File: src/rtl/encoder_spi_resp.sv
// Encoder-side SPI responder: step/dir position counter, snapshot on cs request, framed serial reply on miso.
// Optional macro ENC_RESP_CRC_EN appends an inverted 6-bit CRC (x^6+x+1, seed 0) after the status bits.
module encoder_spi_resp #(
    parameter int POS_W       = 12,
    parameter int ACK_CYC     = 2,
    parameter int TIMEOUT_CYC = 4
) (
    input  logic             sck,
    input  logic             rst,
    input  logic             cs,
    output logic             miso,
    input  logic             step,
    input  logic             dir,
    input  logic             pos_load,
    input  logic [POS_W-1:0] pos_load_val,
    input  logic             err_in,
    input  logic             warn_in,
    output logic             busy,
    output logic             frame_done,
    output logic [POS_W-1:0] pos
);

`ifdef ENC_RESP_CRC_EN
    localparam int FRAME_W = POS_W + 8;
`else
    localparam int FRAME_W = POS_W + 2;
`endif
    localparam int CNT_MAX0 = (ACK_CYC > TIMEOUT_CYC) ? ACK_CYC : TIMEOUT_CYC;
    localparam int CNT_MAX  = (FRAME_W > CNT_MAX0) ? FRAME_W : CNT_MAX0;
    localparam int CNT_W    = $clog2(CNT_MAX + 1);

    typedef enum logic [2:0] {IDLE, ACK, START, DATA, TIMEOUT} state_t;

    state_t               state, state_nx;
    logic [CNT_W-1:0]     cnt, cnt_nx;
    logic [FRAME_W-1:0]   shift, shift_nx;
    logic [FRAME_W-1:0]   frame_word;
    logic                 miso_nx;
    logic [POS_W+1:0]     payload;

    assign payload = {pos, ~err_in, ~warn_in};

`ifdef ENC_RESP_CRC_EN
    function automatic logic [5:0] crc6(input logic [POS_W+1:0] msg);
        logic [5:0] c;
        logic       fb;
        c = '0;
        for (int i = POS_W + 1; i >= 0; i--) begin
            fb = c[5] ^ msg[i];
            c  = {c[4:0], 1'b0};
            if (fb) c = c ^ 6'h03;
        end
        return c;
    endfunction

    assign frame_word = {payload, ~crc6(payload)};
`else
    assign frame_word = payload;
`endif

    // Counter keeps running in every state; the snapshot takes the value before this cycle's update.
    always_ff @(posedge sck) begin
        if (rst)
            pos <= '0;
        else if (pos_load)
            pos <= pos_load_val;
        else if (step)
            pos <= dir ? pos - POS_W'(1) : pos + POS_W'(1);
    end

    always_ff @(posedge sck) begin
        if (rst) begin
            state <= IDLE;
            cnt   <= '0;
            shift <= '0;
            miso  <= 1'b1;
        end else begin
            state <= state_nx;
            cnt   <= cnt_nx;
            shift <= shift_nx;
            miso  <= miso_nx;
        end
    end

    always_comb begin
        state_nx = state;
        cnt_nx   = cnt;
        shift_nx = shift;
        miso_nx  = 1'b1;
        case (state)
            IDLE: begin
                if (!cs) begin
                    state_nx = ACK;
                    cnt_nx   = CNT_W'(ACK_CYC - 1);
                    shift_nx = frame_word;
                end
            end
            ACK: begin
                miso_nx = 1'b0;
                if (cnt == '0) state_nx = START;
                else           cnt_nx   = cnt - CNT_W'(1);
            end
            START: begin
                state_nx = DATA;
                cnt_nx   = CNT_W'(FRAME_W - 1);
            end
            DATA: begin
                miso_nx  = shift[FRAME_W-1];
                shift_nx = {shift[FRAME_W-2:0], 1'b0};
                if (cnt == '0) begin
                    state_nx = TIMEOUT;
                    cnt_nx   = CNT_W'(TIMEOUT_CYC - 1);
                end else begin
                    cnt_nx = cnt - CNT_W'(1);
                end
            end
            TIMEOUT: begin
                miso_nx = 1'b0;
                if (cnt == '0) state_nx = IDLE;
                else           cnt_nx   = cnt - CNT_W'(1);
            end
            default: state_nx = IDLE;
        endcase
    end

    assign busy       = (state != IDLE);
    assign frame_done = (state == TIMEOUT) && (cnt == '0);

endmodule

File: config.mk
export PLATFORM = sky130hd
export DESIGN_NAME = encoder_spi_resp
export DESIGN_NICKNAME = d
export VERILOG_FILES = /design/src/rtl/encoder_spi_resp.sv
export SDC_FILE = /design/constraint.sdc
export NUM_CORES = 1
export LEC_CHECK = 0
export CORE_ASPECT_RATIO = 1.2
export CORE_MARGIN = 1.5
export CORE_UTILIZATION = 35
export DETAILED_ROUTE_END_ITERATION = 7
export PLACE_DENSITY = 0.56
export SYNTH_ARGS = -nofsm -noshare
export SYNTH_HDL_FRONTEND = slang
export SYNTH_SLANG_ARGS = --single-unit
File: constraint.sdc
create_clock -name sck -period 2.1 [get_ports sck]
set_clock_uncertainty 0.1 [all_clocks]
set_input_delay 0.63 -clock sck [delete_from_list [all_inputs] [get_ports sck]]
set_output_delay 0.63 -clock sck [all_outputs]
set_load 0.03 [all_outputs]
==> results.sh, run 1 <==
export IMPL_cts_buffer_depth=2
export IMPL_fp_dieArea_um2=6650
export IMPL_min_period_ns=2.03
export IMPL_crit_family="buffers and inverters"
export IMPL_root_buffer="clkbuf_8"
export IMPL_synth_edf_count=0
export IMPL_cp_slowest_cell="clkdlybuf4s50_1"
export IMPL_final_core_util_pct=53.2
export IMPL_setup_viol=0
export IMPL_antenna_cells=0
export IMPL_crit_path_start_kind="register"
export IMPL_ir_worst_vdd_mv=0.367
export IMPL_maxCapViolCount=0
export IMPL_via_count=2111
export IMPL_htree_levels=2
export IMPL_critPathMaxStageDelay_ns=0.67
export IMPL_path_cells="clkdlybuf4s50_1"
export IMPL_drc=0
export IMPL_ys_seq_area_share_pct=31.6
export IMPL_drt_iter0_drc=68
export IMPL_core_um2=6010
export IMPL_die_h_um=89
export IMPL_switching_share_pct=37.5
export IMPL_yosysWarningCount=0
export IMPL_hold_class="register to register"
export IMPL_syn_avg_cell_area_um2=8.17
export IMPL_worstMarginPinSlew_ns=0.409
export IMPL_fin_crit_sh_pct=96.8
export IMPL_area_growth_pct=48.1
export IMPL_timing_worst_setup_path_type="register to output port"
export IMPL_switchingPower_mw=1.17
export IMPL_design_power_total_mw=3.11
export IMPL_hold_viol=0
export IMPL_synthesis_nets=297
export IMPL_gr_total_overflow=0
export IMPL_holdWs_ns=0.384
export IMPL_slew_violations=0
export IMPL_antenna_found_initial=0
export IMPL_crit_fanout=2
export IMPL_final_setup_tns_ns=0
export IMPL_grt_max_degree=20
export IMPL_clock_sinks=34
export IMPL_cts_tree="built"
export IMPL_crit_arrival_ns=1.30
export IMPL_synth_cells=264
export IMPL_synth_seq_cells=34
export IMPL_die_width_um=74.7
export IMPL_p_seq_share_pct=30.5
export IMPL_grt_pass1_wl_um=9360
export IMPL_fin_nets=372
export IMPL_post_drt_wl_per_cell_um=13.6
export IMPL_via_per_inst=5.01
export IMPL_powerDensity_nw_per_um2=972
export IMPL_clkSlewWorstSetupHoldPaths_ns=0.08
export IMPL_first_pass_iters=4
export IMPL_rsz0062_at_grt="no"
export IMPL_cts_inserted_buffers=5
export IMPL_port_buffers=34
export IMPL_combPwrFrac_pct=49.6
export IMPL_synth_cell_types=55
export IMPL_synthesis_area_um2=2160
export IMPL_ys_flop_type="dfxtp_1"
export IMPL_cp_num_buf_inv=1
export IMPL_totalWireLength_um=5730
export IMPL_p_int_mw=1.94
export IMPL_core_rowCount=31
export IMPL_grt_usage_pct=18.2
export IMPL_slew_headroom_pct=72.6
export IMPL_cp_required_ns=1.37
export IMPL_grt_pass1_vias=2055
export IMPL_outcome="complete, no violations"
export IMPL_drive_above_1_share_pct=30.7
export IMPL_pin_count=35
export IMPL_p_leak_nw=1.37
export IMPL_fmax_ghz=0.492
export IMPL_insertion_delay_ns=0.28
export IMPL_place_hpwl_um=4160
export IMPL_ys_async_sr_fraction_pct=0
export IMPL_ant_nets=0
export IMPL_endpoint_kind="output port"
export IMPL_pwr_share_clk_pct=19.9
export IMPL_start_util_pct=35.9
export IMPL_nFillCells=579
export IMPL_finalWeightedCongestion=0.827
## tightest hold or removal path, stage by stage, from the launching register on
cell	delay (ns)
dfxtp_1	0.31
nand3_1	0.06
a21oi_1	0.05
## state kept, by name, summed over array words and instances, names as in the netlist
register / flops
pos: 12
cnt: 4
state: 3
shift: 14
miso: 1
## synthesized netlist by cell type, types with 3 or more instances
cell	count	share of area (%)
nor2_1	49	8.5
dfxtp_1	34	32
a21oi_1	25	5.8
nand2_1	15	2.6
ha_1	12	7.0
inv_1	11	1.9
nor4_2	10	5.8
clkbuf_1	9	1.6
nor3b_1	9	3.1
o21ai_0	7	1.6
xnor2_1	7	2.8
nor2b_1	5	1.5
a21o_1	4	1.4
buf_6	3	1.6
nand3_1	3	0.70
nor3_1	3	0.70
nor4_1	3	0.87
o22ai_1	3	0.87
o31ai_1	3	1.0
## power groups by stage
stage | registers (mW) | clock network (mW) | logic, mW
2_1_floorplan | 0.971 | 0 | 0.961
3_3_place_gp | 0.948 | 0 | 1.37
3_5_place_dp | 0.951 | 0 | 1.39
4_1_cts | 0.950 | 0.634 | 1.43
5_1_grt | 0.968 | 0.657 | 1.71
6_report | 0.947 | 0.618 | 1.54
## area by class of cell
cell class,count,area [um^2],area share [%]
clock buffers,6,82.6,2.58
clock inverters,1,30.0,0.940
inverters,11,41.3,1.29
multi-input cells,203,1530,47.7
flip-flops and latches,34,683,21.4
well taps,82,103,3.21
repair buffers,84,731,22.9
## path summary, 6_finish.rpt
check	end	depth (start not counted)	start	slack (ns)
hold / removal	shift[1]	2	shift[0]	0.38
setup / recovery	pos[10]	1	pos[10]	0.07
hold reg to reg	shift[1]	2	shift[0]	0.38
setup reg to reg	pos[9]	6	pos[2]	0.20
## kinds of logic after synthesis
family,after synthesis,synth area share (%)
AOI/OAI and AO/OA,65,19.5
xor gates and xnor gates,9,3.65
adders and majority gates,13,7.89
buffers and inverters,27,6.44
DFF,34,31.6
muxes,2,0.928
and+or+nand+nor,114,30.0
## through the flow
step                worst slack (ns)  std cells  cell area [um^2]
floorplan                     0.0470        264              2160
global placement              -0.720        406              2840
detailed placement            -0.737        406              2840
CTS                          0.00638        415              3100
global route                 0.00247        421              3200
finish                        0.0668        421              3200
## timing repair
action,CTS,global route
setup buffers,2,6
gates cloned,0,0
endpoints found under the setup margin,21,6
gates resized for setup,36,15
hold buffers,0,0
pin swaps,12,10
## cell usage in the layout, fill, tap and decap left out, drive strengths merged, types with 3 or more instances in the layout
cell type | netlist | final
nor2 | 51 | 51
buf | 6 | 51
dfxtp | 34 | 34
a21oi | 25 | 25
clkdlybuf4s50 | 0 | 21
nand2 | 16 | 16
nor4 | 13 | 13
ha | 12 | 12
inv | 11 | 11
nor3b | 10 | 10
dlygate4sd2 | 0 | 9
o21ai | 8 | 8
clkbuf | 10 | 8
xnor2 | 7 | 7
nor2b | 5 | 5
a21o | 4 | 4
nand3 | 3 | 3
nor3 | 3 | 3
o22ai | 3 | 3
o31ai | 3 | 3
## layer usage
metal / global-route usage, % / up-vias / wire [um]
met3: 2.82 / 8 / 148
met2: 33.8 / 31 / 3090
met1: 21.2 / 982 / 2400
met5: 0 / - / 0
met4: 5.45 / 0 / 93
li1: - / 1090 / -
Power figures use the tool's default switching activity.
==> run 2: changes to the inputs <==
Settings changed: CORE_MARGIN 1.5 to 4, TNS_END_PERCENT from default to 5.
==> run 2 against run 1 <==
Cell area decreased by 2.0%. Fmax decreased by 1.6%. Final cell count decreased by 0.48%. Critical path depth increased by 4. Register-to-register slack got worse by 0.03 ns. Worst setup slack got worse by 0.033 ns. Flip-flop and latch count unchanged. Utilization decreased by 1.1 points. Non-clock buffer count decreased by 3. Count of clock-buffer cells in the layout increased by 2. Die area increased by 13%. Sequential power increased by 0.8%. Critical path type unchanged.
==> results.sh, run 2 (same netlist as run 1, synthesis figures left out) <==
export IMPL_outcome="complete, no violations"
export IMPL_pin_count=35
export IMPL_fin_crit_sh_pct=98.4
export IMPL_fin_nets=369
export IMPL_drt_iter0_drc=50
export IMPL_placedCellCount=403
export IMPL_antenna_cells=0
export IMPL_core_um2=6010
export IMPL_area_growth_pct=45.1
export IMPL_slew_violations=0
export IMPL_timing_worst_setup_path_type="register to output port"
export IMPL_min_from="shift[0]"
export IMPL_cts_buffer_depth=2
export IMPL_antenna_found_initial=0
export IMPL_p_int_mw=1.89
export IMPL_mostFrequentLayoutCells="nor2_1 (49), buf_4 (44), dfxtp_1 (32)"
export IMPL_grt_pass1_vias=2032
export IMPL_powerDensity_nw_per_um2=976
export IMPL_start_util_pct=35.9
export IMPL_core_rowCount=31
export IMPL_nFillCells=595
export IMPL_combPwrFrac_pct=49.8
export IMPL_die_h_um=94
export IMPL_endpoint_kind="output port"
export IMPL_p_leak_nw=1.36
export IMPL_cts_tree="built"
export IMPL_crit_path_start_kind="register"
export IMPL_gr_total_overflow=0
export IMPL_root_buffer="clkbuf_8"
export IMPL_largestRegisters="shift (14), pos (12), cnt (4)"
export IMPL_grt_usage_pct=15.8
export IMPL_cp_required_ns=1.37
export IMPL_maxCapViolCount=0
export IMPL_port_buffers=34
export IMPL_hold_end="shift[1]"
export IMPL_crit_fanout=4
export IMPL_drc=0
export IMPL_multi_input_area_um2=1490
export IMPL_post_drt_wl_per_cell_um=13.5
export IMPL_via_count=2082
export IMPL_worstReg2RegStart="pos[1]"
export IMPL_cp_startpoint="cnt[0]"
export IMPL_met3_length_um=133
export IMPL_cts_inserted_buffers=5
export IMPL_cp_num_buf_inv=2
export IMPL_clkSlewWorstSetupHoldPaths_ns=0.07
export IMPL_switching_share_pct=38.0
export IMPL_drive_above_1_share_pct=28.8
export IMPL_hold_depth=2
export IMPL_design_power_total_mw=3.05
export IMPL_clock_sinks=34
export IMPL_pwr_share_clk_pct=18.9
export IMPL_finalWeightedCongestion=0.787
export IMPL_final_seq_area_um2=683
export IMPL_grt_pass1_wl_um=9380
export IMPL_finalNonFillerCells=419
export IMPL_r2r_setup_slack_ns=0.17
export IMPL_final_area_um2=3130
export IMPL_ant_nets=0
export IMPL_place_area_um2=2810
export IMPL_crit_family="simple AND/OR/NAND/NOR gates"
export IMPL_crit_arrival_ns=1.34
export IMPL_wl_met1_um=2580
export IMPL_slew_headroom_pct=74.1
export IMPL_setup_viol=0
export IMPL_die_width_um=79.7
export IMPL_hold_viol=0
export IMPL_final_common_cell="nor2_1"
export IMPL_path_cells="inv_2, ha_4, nor3b_4, and2_4, buf_6"
export IMPL_fmax_ghz=0.484
export IMPL_min_period_ns=2.07
export IMPL_ir_worst_vdd_mv=0.393
export IMPL_critPathMaxStageDelay_ns=0.34
export IMPL_via_per_inst=4.97
export IMPL_timing_rr_end="pos[10]"
export IMPL_largest_reg_flops=14
export IMPL_first_pass_iters=4
export IMPL_routed_top_layer="met4"
export IMPL_fp_dieArea_um2=7490
export IMPL_hold_class="register to register"
export IMPL_insertion_delay_ns=0.28
export IMPL_reg2reg_depth=7
export IMPL_rsz0062_at_grt="yes"
export IMPL_grt_max_degree=22
export IMPL_final_core_util_pct=52.1
export IMPL_place_hpwl_um=4060
export IMPL_p_seq_share_pct=31.3
export IMPL_hold_buffers=0
export IMPL_totalWireLength_um=5670
export IMPL_htree_levels=2
export IMPL_worstMarginPinSlew_ns=0.387
export IMPL_switchingPower_mw=1.16
export IMPL_regMostFlops="shift"
export IMPL_wl_met2_um=2910
export IMPL_cp_slowest_cell="dfxtp_2"
-- run 2: cell count changes in the layout (fill, tap and decap cells not counted), moves of 2 or more --
cell / change
ha_1: +3
a21oi_1: +2
buf_4: -2
clkbuf_8: +2
ha_2: -2
-- run 2: stage by stage --
stage	setup TNS (ns)	setup slack (ns)	hold slack (ns)
after global placement	-5.96	-0.662	0.371
after detailed placement	-6.01	-0.672	0.383
final	0	0.0339	0.383
after global routing	-0.0429	-0.0219	0.420
after CTS	0	0.000115	0.392
after floorplan	0	0.0470	0.344
-- run 2: tightest hold or removal path: stages, from the launching register on --
cell     delay [ns]
dfxtp_1        0.31
nand3_1        0.07
a21oi_1        0.06
-- run 2: cell type report --
cell class	instances	share of cell area (%)
Multi-Input combinational cell	203	47.6
Timing Repair Buffer	81	22.5
Sequential cell	34	21.8
Clock buffer	8	3.52
Tap cell	82	3.28
Inverter	11	1.32
-- run 2: power groups by stage --
stage | combinational, mW | clock (mW) | sequential [mW]
after floorplan | 0.961 | 0 | 0.971
after global placement | 1.36 | 0 | 0.951
after detailed placement | 1.38 | 0 | 0.952
after CTS | 1.42 | 0.595 | 0.950
after global routing | 1.69 | 0.630 | 0.979
final | 1.52 | 0.578 | 0.955
-- run 2: how the worst max path moves through the flow --
stage / depth (start not counted) / end
2_1_floorplan: 6 / pos[9]
3_3_place_gp: 8 / pos[10]
3_5_place_dp: 8 / pos[10]
4_1_cts: 1 / pos[9]
5_1_grt: 5 / frame_done
6_report: 5 / frame_done
-- run 2: per-layer routing --
layer  vias up  global-route usage (%)
met4         0                    4.44
met3         4                    2.50
li1       1092                       -
met5         -                       0
met1       957                    19.4
met2        29                    28.3
-- run 2: timing repair --
item,in CTS,in global routing
pin swaps,12,7
endpoints found under the setup margin,22,7
setup buffers,2,6
cloned,0,0
resized for setup,38,9
==> run 3: changes to the inputs <==
Settings changed: CORE_ASPECT_RATIO 1.2 to default, TNS_END_PERCENT 5 to 30.
==> run 3 against run 2 <==
First-iteration DRC count unchanged. Critical path depth unchanged. Die area about the same. Sequential power decreased by 1%. Worst hold slack got worse by 0.0079 ns. Combinational power decreased by 5%. Final cell count decreased by 2.1%. Register-to-register slack improved by 0.09 ns. Critical endpoint unchanged. Utilization decreased by 1.1 points. Non-clock buffer count unchanged. Cell area decreased by 3.1%.
==> results.sh, run 3 (same netlist as run 1, synthesis figures left out) <==
export IMPL_root_buffer="clkbuf_8"
export IMPL_totalWireLength_um=5310
export IMPL_worstMarginPinSlew_ns=0.393
export IMPL_final_core_util_pct=50.9
export IMPL_grt_pass1_vias=2067
export IMPL_final_seq_area_um2=683
export IMPL_path_cells="inv_1, ha_1, nor3b_4, and2_1, buf_4"
export IMPL_mostFrequentLayoutCells="nor2_1 (49), buf_4 (46), dfxtp_1 (32)"
export IMPL_grt_pass1_wl_um=9520
export IMPL_via_count=2078
export IMPL_core_rowCount=28
export IMPL_drt_iter0_drc=50
export IMPL_endpoint_kind="output port"
export IMPL_antenna_cells=0
export IMPL_setup_viol=0
export IMPL_fp_dieArea_um2=7480
export IMPL_powerDensity_nw_per_um2=948
export IMPL_insertion_delay_ns=0.29
export IMPL_nFillCells=585
export IMPL_min_period_ns=2.07
export IMPL_crit_arrival_ns=1.34
export IMPL_grt_max_degree=17
export IMPL_fin_crit_sh_pct=98.8
export IMPL_largest_reg_flops=14
export IMPL_ir_worst_vdd_mv=0.654
export IMPL_regMostFlops="shift"
export IMPL_hold_buffers=0
export IMPL_area_growth_pct=40.6
export IMPL_drc=0
export IMPL_core_um2=5960
export IMPL_cts_buffer_depth=2
export IMPL_critPathMaxStageDelay_ns=0.36
export IMPL_hold_class="register to register"
export IMPL_multi_input_area_um2=1420
export IMPL_largestRegisters="shift (14), pos (12), cnt (4)"
export IMPL_port_buffers=34
export IMPL_fin_nets=369
export IMPL_via_per_inst=5.07
export IMPL_die_width_um=86.5
export IMPL_slew_violations=0
export IMPL_fmax_ghz=0.482
export IMPL_post_drt_wl_per_cell_um=13.0
export IMPL_antenna_found_initial=0
export IMPL_drive_above_1_share_pct=26.6
export IMPL_clkSlewWorstSetupHoldPaths_ns=0.07
export IMPL_first_pass_iters=4
export IMPL_ant_nets=0
export IMPL_pin_count=35
export IMPL_holdWs_ns=0.375
export IMPL_maxCapViolCount=0
export IMPL_rsz0062_at_grt="yes"
export IMPL_cts_inserted_buffers=5
export IMPL_final_setup_tns_ns=0
export IMPL_die_h_um=86.5
export IMPL_p_leak_nw=1.33
export IMPL_post_cts_buffers=0
export IMPL_outcome="complete, no violations"
export IMPL_gr_total_overflow=0
export IMPL_cp_required_ns=1.37
export IMPL_finalWeightedCongestion=0.816
export IMPL_grt_usage_pct=15.5
export IMPL_crit_path_start_kind="register"
export IMPL_crit_fanout=4
export IMPL_timing_worst_setup_path_type="register to output port"
export IMPL_hold_viol=0
export IMPL_clock_sinks=34
export IMPL_slew_headroom_pct=73.7
export IMPL_htree_levels=2
export IMPL_cts_tree="built"
export IMPL_place_hpwl_um=4100
export IMPL_final_common_cell="nor2_1"
export IMPL_start_util_pct=36.2
export IMPL_cp_slowest_cell="dfxtp_2"
==> run 3: critical path: cells and delay by family, from the launching register on <==
family | cells | cell delay [ns]
and+or+nand+nor | 2 | 0.30
DFF | 1 | 0.36
buffers and inverters | 2 | 0.22
adders and majority gates | 1 | 0.19
==> run 3: stage by stage <==
stage	instances	instance area [um^2]	total power, mW	setup slack, ns
2_1_floorplan	264	2160	1.93	0.0470
3_3_place_gp	404	2860	2.33	-0.667
3_5_place_dp	404	2860	2.35	-0.696
4_1_cts	410	3010	2.89	0.00581
5_1_grt	410	3030	3.11	-0.0723
6_report	410	3030	2.87	0.0256
==> run 3: report_power, final <==
part	switching, mW	total (mW)	leakage (nW)	internal (mW)
logic	0.750	1.44	1.01	0.692
clock network	0.236	0.489	0.0431	0.253
registers	0.124	0.944	0.281	0.820
total	1.11	2.87	1.33	1.76
==> run 3: final timing paths <==
| path | endpoint | start | slack, ns | depth (start not counted) |
|---|---|---|---|---|
| worst min-delay path | shift[1] | shift[0] | 0.38 | 2 |
| worst max-delay path | frame_done | cnt[1] | 0.03 | 5 |
| worst min register to register | shift[1] | shift[0] | 0.38 | 2 |
| worst max register to register | pos[11] | pos[1] | 0.26 | 6 |
==> run 3: final cells by class <==
cell class	count	share of cell area (%)
Multi-Input combinational cell	203	46.9
Timing Repair Buffer	81	23.3
Sequential cell	34	22.5
Tap cell	75	3.09
Clock buffer	6	2.72
Inverter	11	1.36
==> run 3: routing by layer <==
metal	wire, um	vias up	share of wire [%]	global-route usage [%]
li1	-	1083	-	-
met1	2590	961	49	20.7
met2	2490	27	47	25.4
met3	167	7	3.1	2.95
met4	65	0	1.2	4.67
met5	0	-	0	0
==> run 3: timing repair <==
item,CTS,global route
gates resized for setup,24,7
gates cloned,0,0
setup endpoints to repair,17,9
pin swaps,5,0
